File: config.mk
export PLATFORM = sky130hd
export DESIGN_NAME = fifo_read_drain
export DESIGN_NICKNAME = d
export VERILOG_FILES = /design/src/rtl/fifo_read_drain.sv
export SDC_FILE = /design/constraint.sdc
export NUM_CORES = 1
export LEC_CHECK = 0
export ABC_AREA = 1
export CORE_UTILIZATION = 28
export DETAILED_ROUTE_END_ITERATION = 10
export PLACE_DENSITY_LB_ADDON = 0.05
export RECOVER_POWER = 50
export SETUP_SLACK_MARGIN = 0.15
export SYNTH_ARGS = -nofsm -noshare
export SYNTH_HDL_FRONTEND = slang
export SYNTH_SLANG_ARGS = --single-unit
File: constraint.sdc
create_clock -name rd_clk -period 5.7 [get_ports rd_clk]
set_clock_uncertainty 0.15 [all_clocks]
set_input_delay 1.425 -clock rd_clk [delete_from_list [all_inputs] [get_ports rd_clk]]
set_output_delay 1.425 -clock rd_clk [all_outputs]
set_load 0.1 [all_outputs]
File: src/rtl/fifo_read_drain.sv
// Read-side drain for Async_FIFO: pops words into a 2-entry skid buffer,
// streams them on valid/ready and checks an incrementing data sequence.
module fifo_read_drain #(
  parameter int DATA_W = 8,
  parameter int CNT_W  = 16
) (
  input  logic              rd_clk,
  input  logic              reset,
  input  logic              r_empty,
  output logic              fifo_rd_en,
  input  logic [DATA_W-1:0] fifo_data,
  output logic              m_valid,
  input  logic              m_ready,
  output logic [DATA_W-1:0] m_data,
  input  logic              chk_en,
  output logic              seq_err,
  output logic [CNT_W-1:0]  err_cnt,
  output logic [CNT_W-1:0]  word_cnt
);

  typedef enum logic [1:0] {
    EMPTY = 2'd0,
    ONE   = 2'd1,
    FULL  = 2'd2
  } occ_e;

  occ_e              state_q;
  logic              m_valid_q;
  logic              inflight_q;
  logic [DATA_W-1:0] head_q;
  logic [DATA_W-1:0] skid_q;

  logic              synced_q;
  logic [DATA_W-1:0] expect_q;
  logic              seq_err_q;
  logic [CNT_W-1:0]  err_cnt_q;
  logic [CNT_W-1:0]  word_cnt_q;

  logic       pop;
  logic       capture;
  logic [1:0] occ;
  logic [2:0] load;

  assign pop     = m_valid_q & m_ready;
  assign capture = inflight_q;
  assign occ     = state_q;
  assign load    = {1'b0, occ} + {2'b00, inflight_q};

  // A pop frees a slot this cycle, so a full load may still request.
  assign fifo_rd_en = reset & ~r_empty
                    & ((load < 3'd2) | ((load == 3'd2) & pop));

  assign m_valid  = m_valid_q;
  assign m_data   = head_q;
  assign seq_err  = seq_err_q;
  assign err_cnt  = err_cnt_q;
  assign word_cnt = word_cnt_q;

  always_ff @(posedge rd_clk or negedge reset) begin
    if (!reset) begin
      state_q    <= EMPTY;
      m_valid_q  <= 1'b0;
      inflight_q <= 1'b0;
      head_q     <= '0;
      skid_q     <= '0;
    end else begin
      inflight_q <= fifo_rd_en;
      unique case (state_q)
        EMPTY: begin
          if (capture) begin
            head_q    <= fifo_data;
            state_q   <= ONE;
            m_valid_q <= 1'b1;
          end
        end
        ONE: begin
          if (capture && pop) begin
            head_q <= fifo_data;
          end else if (capture) begin
            skid_q  <= fifo_data;
            state_q <= FULL;
          end else if (pop) begin
            state_q   <= EMPTY;
            m_valid_q <= 1'b0;
          end
        end
        FULL: begin
          if (pop) begin
            head_q <= skid_q;
            if (capture) begin
              skid_q <= fifo_data;
            end else begin
              state_q <= ONE;
            end
          end
        end
        default: begin
          state_q   <= EMPTY;
          m_valid_q <= 1'b0;
        end
      endcase
    end
  end

  always_ff @(posedge rd_clk or negedge reset) begin
    if (!reset) begin
      synced_q  <= 1'b0;
      expect_q  <= '0;
      seq_err_q <= 1'b0;
      err_cnt_q <= '0;
    end else begin
      seq_err_q <= 1'b0;
      if (!chk_en) begin
        synced_q <= 1'b0;
      end else if (capture) begin
        synced_q <= 1'b1;
        expect_q <= fifo_data + DATA_W'(1);
        if (synced_q && (fifo_data != expect_q)) begin
          seq_err_q <= 1'b1;
          if (err_cnt_q != '1) begin
            err_cnt_q <= err_cnt_q + CNT_W'(1);
          end
        end
      end
    end
  end

  always_ff @(posedge rd_clk or negedge reset) begin
    if (!reset) begin
      word_cnt_q <= '0;
    end else if (pop && (word_cnt_q != '1)) begin
      word_cnt_q <= word_cnt_q + CNT_W'(1);
    end
  end

  a_load_bound: assert property (
    @(posedge rd_clk) disable iff (!reset) load <= 3'd2
  );

  a_no_overflow: assert property (
    @(posedge rd_clk) disable iff (!reset)
    !((state_q == FULL) && capture && !pop)
  );

endmodule

**Yosys cells after proc, flatten, opt, wreduce, memory -nomap -nowiden**

Cells that the tools add are included.

- Equal/unequal tests: 15
- Shifts and indexed selects: 0
- Multiplexer cells: 24
- Multipliers: 0
- Reductions and logical operators: 12
- Bitwise logic cells: 7
- Div/mod/pow operators: 0
- Magnitude comparators: 1
- Add/sub/neg operators: 4

Operator list:

| operator | number |
|---|---|
| 8-bit two-way mux | 6 |
| 16-bit by 1-bit adder with 16-bit output, second input constant | 2 |
| 16-bit inequality test, second input constant | 2 |
| 8-bit case mux with 3 select lines | 1 |
| 8-bit case mux with 2 select lines | 1 |
| 2-bit inequality test, second input constant | 7 |
| 2-bit two-way mux | 6 |
| 5-bit AND reduction | 2 |
| 8-bit by 1-bit adder with 8-bit output, second input constant | 1 |
| 1-bit two-way mux | 8 |
| 8-bit inequality test | 1 |
| 4-bit AND reduction | 2 |
| 2-bit case mux with 3 select lines | 1 |
| 1-bit bitwise AND | 4 |
| 2-bit by 1-bit adder with 3-bit output | 1 |
| 3-bit by 2-bit == test with 1-bit output, second input constant | 1 |
| 1-bit logical AND | 3 |
| 3-bit by 2-bit < comparator with 1-bit output, second input constant | 1 |
| 3-bit inequality test, second input constant | 1 |
| 1-bit case mux with 3 select lines | 1 |
| 3-bit AND reduction | 1 |
| 3-bit nonzero test | 1 |
| 2-bit by 1-bit == test with 1-bit output, second input constant | 1 |
| 2-bit == test, second input constant | 1 |
| other kinds (6) | 7 |

- Bits in registers: 62
- Input port bits: 13
- Memory bits (read-only): 0
- Bits in latches: 0
- Bits in writable memories: 0
- Output and inout bits: 43
- Word-level logic and storage cells: 73
- Memories kept: 0

**Logic depth before layout (Yosys ltp)**

- Depth in word-level cells: 5
- Gate-level depth with buffers: 11
- Gate-level depth less buffers: 10

**Least setup slack after synthesis**

OpenSTA, ideal clock, no wires.

- Path kind: input-to-output
- Start point: input port m_ready
- End point: output port fifo_rd_en
- Buffers on the path: 0
- Data required time: 4125 ps
- Slack: 129 ps
- Cell stages on the path: 4
- Arrival time: 3996 ps
- Cells stage by stage: nand2_1 inv_1 a21oi_1 nor3b_1

- Longest elaborated chain between the ends: 4

RTL lines:

| element | RTL line | RTL |
|---|---|---|
| start: declaration | 13 | `input logic m_ready,` |
| 1-bit bitwise AND | 44 | `assign pop = m_valid_q & m_ready;` |
| 1-bit bitwise AND | 51 | `& ((load < 3'd2) \| ((load == 3'd2) & pop));` |
| 1-bit bitwise OR | 51 |  |
| 1-bit bitwise AND | 51 |  |
| end: declaration | 10 | `output logic fifo_rd_en,` |

Every way passes these cells.

**Worst setup path after layout**

Same ends and word-level chain as after synthesis.

==> flow_summary.ini <==
[outcome]
status = completed

[clock_network]
hold_buffers = 0
clk_latency_ns = 0.33
clockRootBuffer = clkbuf_16
cts_max_level = 3
numCtsBuffers = 9
cts_setup_buffers = 0
cts_tree = done
ctsResizeCount = 0
clkTransAtPathRegs_ns = 0.05
numClockSinks = 62
clockBufferDepth = 2

[logic_synthesis]
netlist_instances = 479
synth_area_per_cell_um2 = 7.51
synth.distinct_cells = 34
synth_nets = 498
synth_warnings = 0
yosysSeqAreaShare = 0.431
ys_seq_elements = 62
syn_area_um2 = 3600

[finish]
drive_gt1_frac = 0.0574
nets = 554
final_cell_mix = 175 x nand2_1, 62 x dfrtp_1, 50 x clkdlybuf4s50_1
final_cells = 712
final_common_cell = nand2_1
fin_util = 0.367
area_delta_synth_final_pct = 28.1
fin_area_um2 = 4610
n_antenna_cell = 0

[pwr]
comb_power_share = 0.030
netSwitchingPower_mw = 0.219
leakagePower_nw = 2.17
internal_power_mw = 0.878
clkPwrFrac = 0.568
power_density_nw_per_um2 = 238
ir_drop_uv = 139
pwr-share-seq = 0.401
power.total_mw = 1.10
switching_share = 0.200

[placed_design]
port_buffers = 55
hpwl_um = 6280
dp_cells = 696
gp_congestion = 0.785
dpl_worst_slack_ns = 1.37
place_area_um2 = 4290

[timing]
slew_headroom = 0.345
period_minus_slack_ns = 4.45
rsz0062_at_grt = no
setup_ws_ns = 1.25
setup_violations = 0
timing.final.crit_share = 0.781
hold_violations = 0
tightest_slew_ns = 0.980
drv_slew = 0
max_freq_ghz = 0.225
hold_ws_ns = 0.331
setup_tns_ns = 0

[drt]
routed_wirelength_um = 8840
drt-wirelength-per-cell_um = 12.4
drc_errors = 0
drt_iter0_markers = 178
detail-route-antenna-nets = 0
vias_per_cell = 4.46
first_pass_iters = 4
vias = 3178

[floorplan]
die_w_um = 115
dieArea_um2 = 13300
rows = 41
io_pins = 56
coreArea_um2 = 12600
die_h_um = 115
initial_core_util = 0.286

[worst_setup_path]
r2r-end = word_cnt[15]
criticalPathCategory = input port to output pin
r2r_slack_ns = 3.31
reg2reg_depth = 8
worstSetupEndpointType = output pin
critical_path_arrival_ns = 2.88
crit_path_start_kind = input port
crit_fanout = 5
cp_data_required_time_ns = 4.12
r2r_start = word_cnt[0]

[min_path]
worstHoldPathCells = 2
hold_path.class = flip-flop to flip-flop
hold_path_end = synced_q
hp-start = synced_q

[run]
max_cap_viol_count = 0

[global_route]
grt_max_degree = 63
grt_pass1_vias = 3108
grt_antenna_before_repair = 0
grt_util_all_layers = 0.147
overflow = 0
grt_pass1_wl_um = 15100
==> routing by layer <==
| layer | global-route usage | wire [µm] |
|---|---|---|
| met5 | 0 | 0 |
| met4 | 0.0442 | 84 |
| met1 | 0.191 | 4390 |
| met3 | 0.0464 | 362 |
| met2 | 0.232 | 4000 |
==> worst max path at each step <==
stage                     cells past startpoint  slack [ns]  startpoint         end
after floorplan                               4        1.13     m_ready  fifo_rd_en
after global placement                        6        1.40     m_ready  fifo_rd_en
after detailed placement                      6        1.37     m_ready  fifo_rd_en
after CTS                                     6        1.36     m_ready  fifo_rd_en
after global routing                          6        1.13     m_ready  fifo_rd_en
final                                         6        1.25     m_ready  fifo_rd_en
==> flip-flops by register name, summed over array words and instances (netlist names) <==
register	flops
capture	1
err_cnt	16
expect_q	8
m_data	8
m_valid	1
occ	2
seq_err	1
skid_q	8
synced_q	1
word_cnt	16
==> kinds of logic (layout without fill, tap and decap cells) <==
group           after synthesis  count (layout)  share of synthesized area
fa+ha+maj                     6               6                     0.0209
simple gates                286             286                      0.351
compound gates               43              43                     0.0724
buf+inv                      62             123                     0.0755
flops                        62              62                      0.431
xor+xnor                     20              20                     0.0487
==> worst max-delay path, stage by stage <==
cell	delay, ns
dlygate4sd3_1	0.52
nand2_1	0.11
inv_1	0.14
a21oi_1	0.08
nor3b_1	0.25
buf_4	0.34
==> final cells by class <==
cell class                      instances  area [µm²]
Clock inverter                          4        95.1
Multi-Input combinational cell        355        1770
Timing Repair Buffer                   56         551
Sequential cell                        62        1550
Fill cell                            1354        7960
Clock buffer                           12         236
Tap cell                              172         215
Inverter                               51         191
==> power by group through the flow <==
stage,logic (mW),clock network [mW],registers [mW]
CTS,0.0356,0.646,0.440
floorplan,0.0102,0,0.448
finish,0.0332,0.624,0.441
global placement,0.0355,0,0.448
detailed placement,0.0355,0,0.448
global route,0.0391,0.660,0.440
==> cells in the mapped netlist <==
cell	number	area share
nor2_2	2	0.0035
ha_1	6	0.021
nor3_1	5	0.0070
buf_2	4	0.0056
xor2_1	10	0.024
o21ai_0	24	0.033
nor3b_1	3	0.0063
a31oi_1	6	0.010
a21oi_4	1	0.0045
nand2_1	174	0.18
a21oi_1	4	0.0056
inv_2	2	0.0021
xnor2_1	10	0.024
nand4_1	17	0.030
dfrtp_1	62	0.43
nor2_4	1	0.0031
o22ai_1	3	0.0052
nand3b_1	4	0.0083
nor2_1	41	0.043
inv_1	49	0.051
nand2_2	1	0.0017
o2bb2ai_1	1	0.0024
o21ai_1	1	0.0014
nand3_2	3	0.0083
nand3_1	31	0.043
o21ai_2	1	0.0024
clkbuf_1	2	0.0021
nand3_4	1	0.0049
nand4_2	1	0.0035
a31oi_2	2	0.0070
buf_4	1	0.0021
buf_6	4	0.013
nand2_4	1	0.0031
nor3_4	1	0.0045
Power figures use the tool's default switching activity.
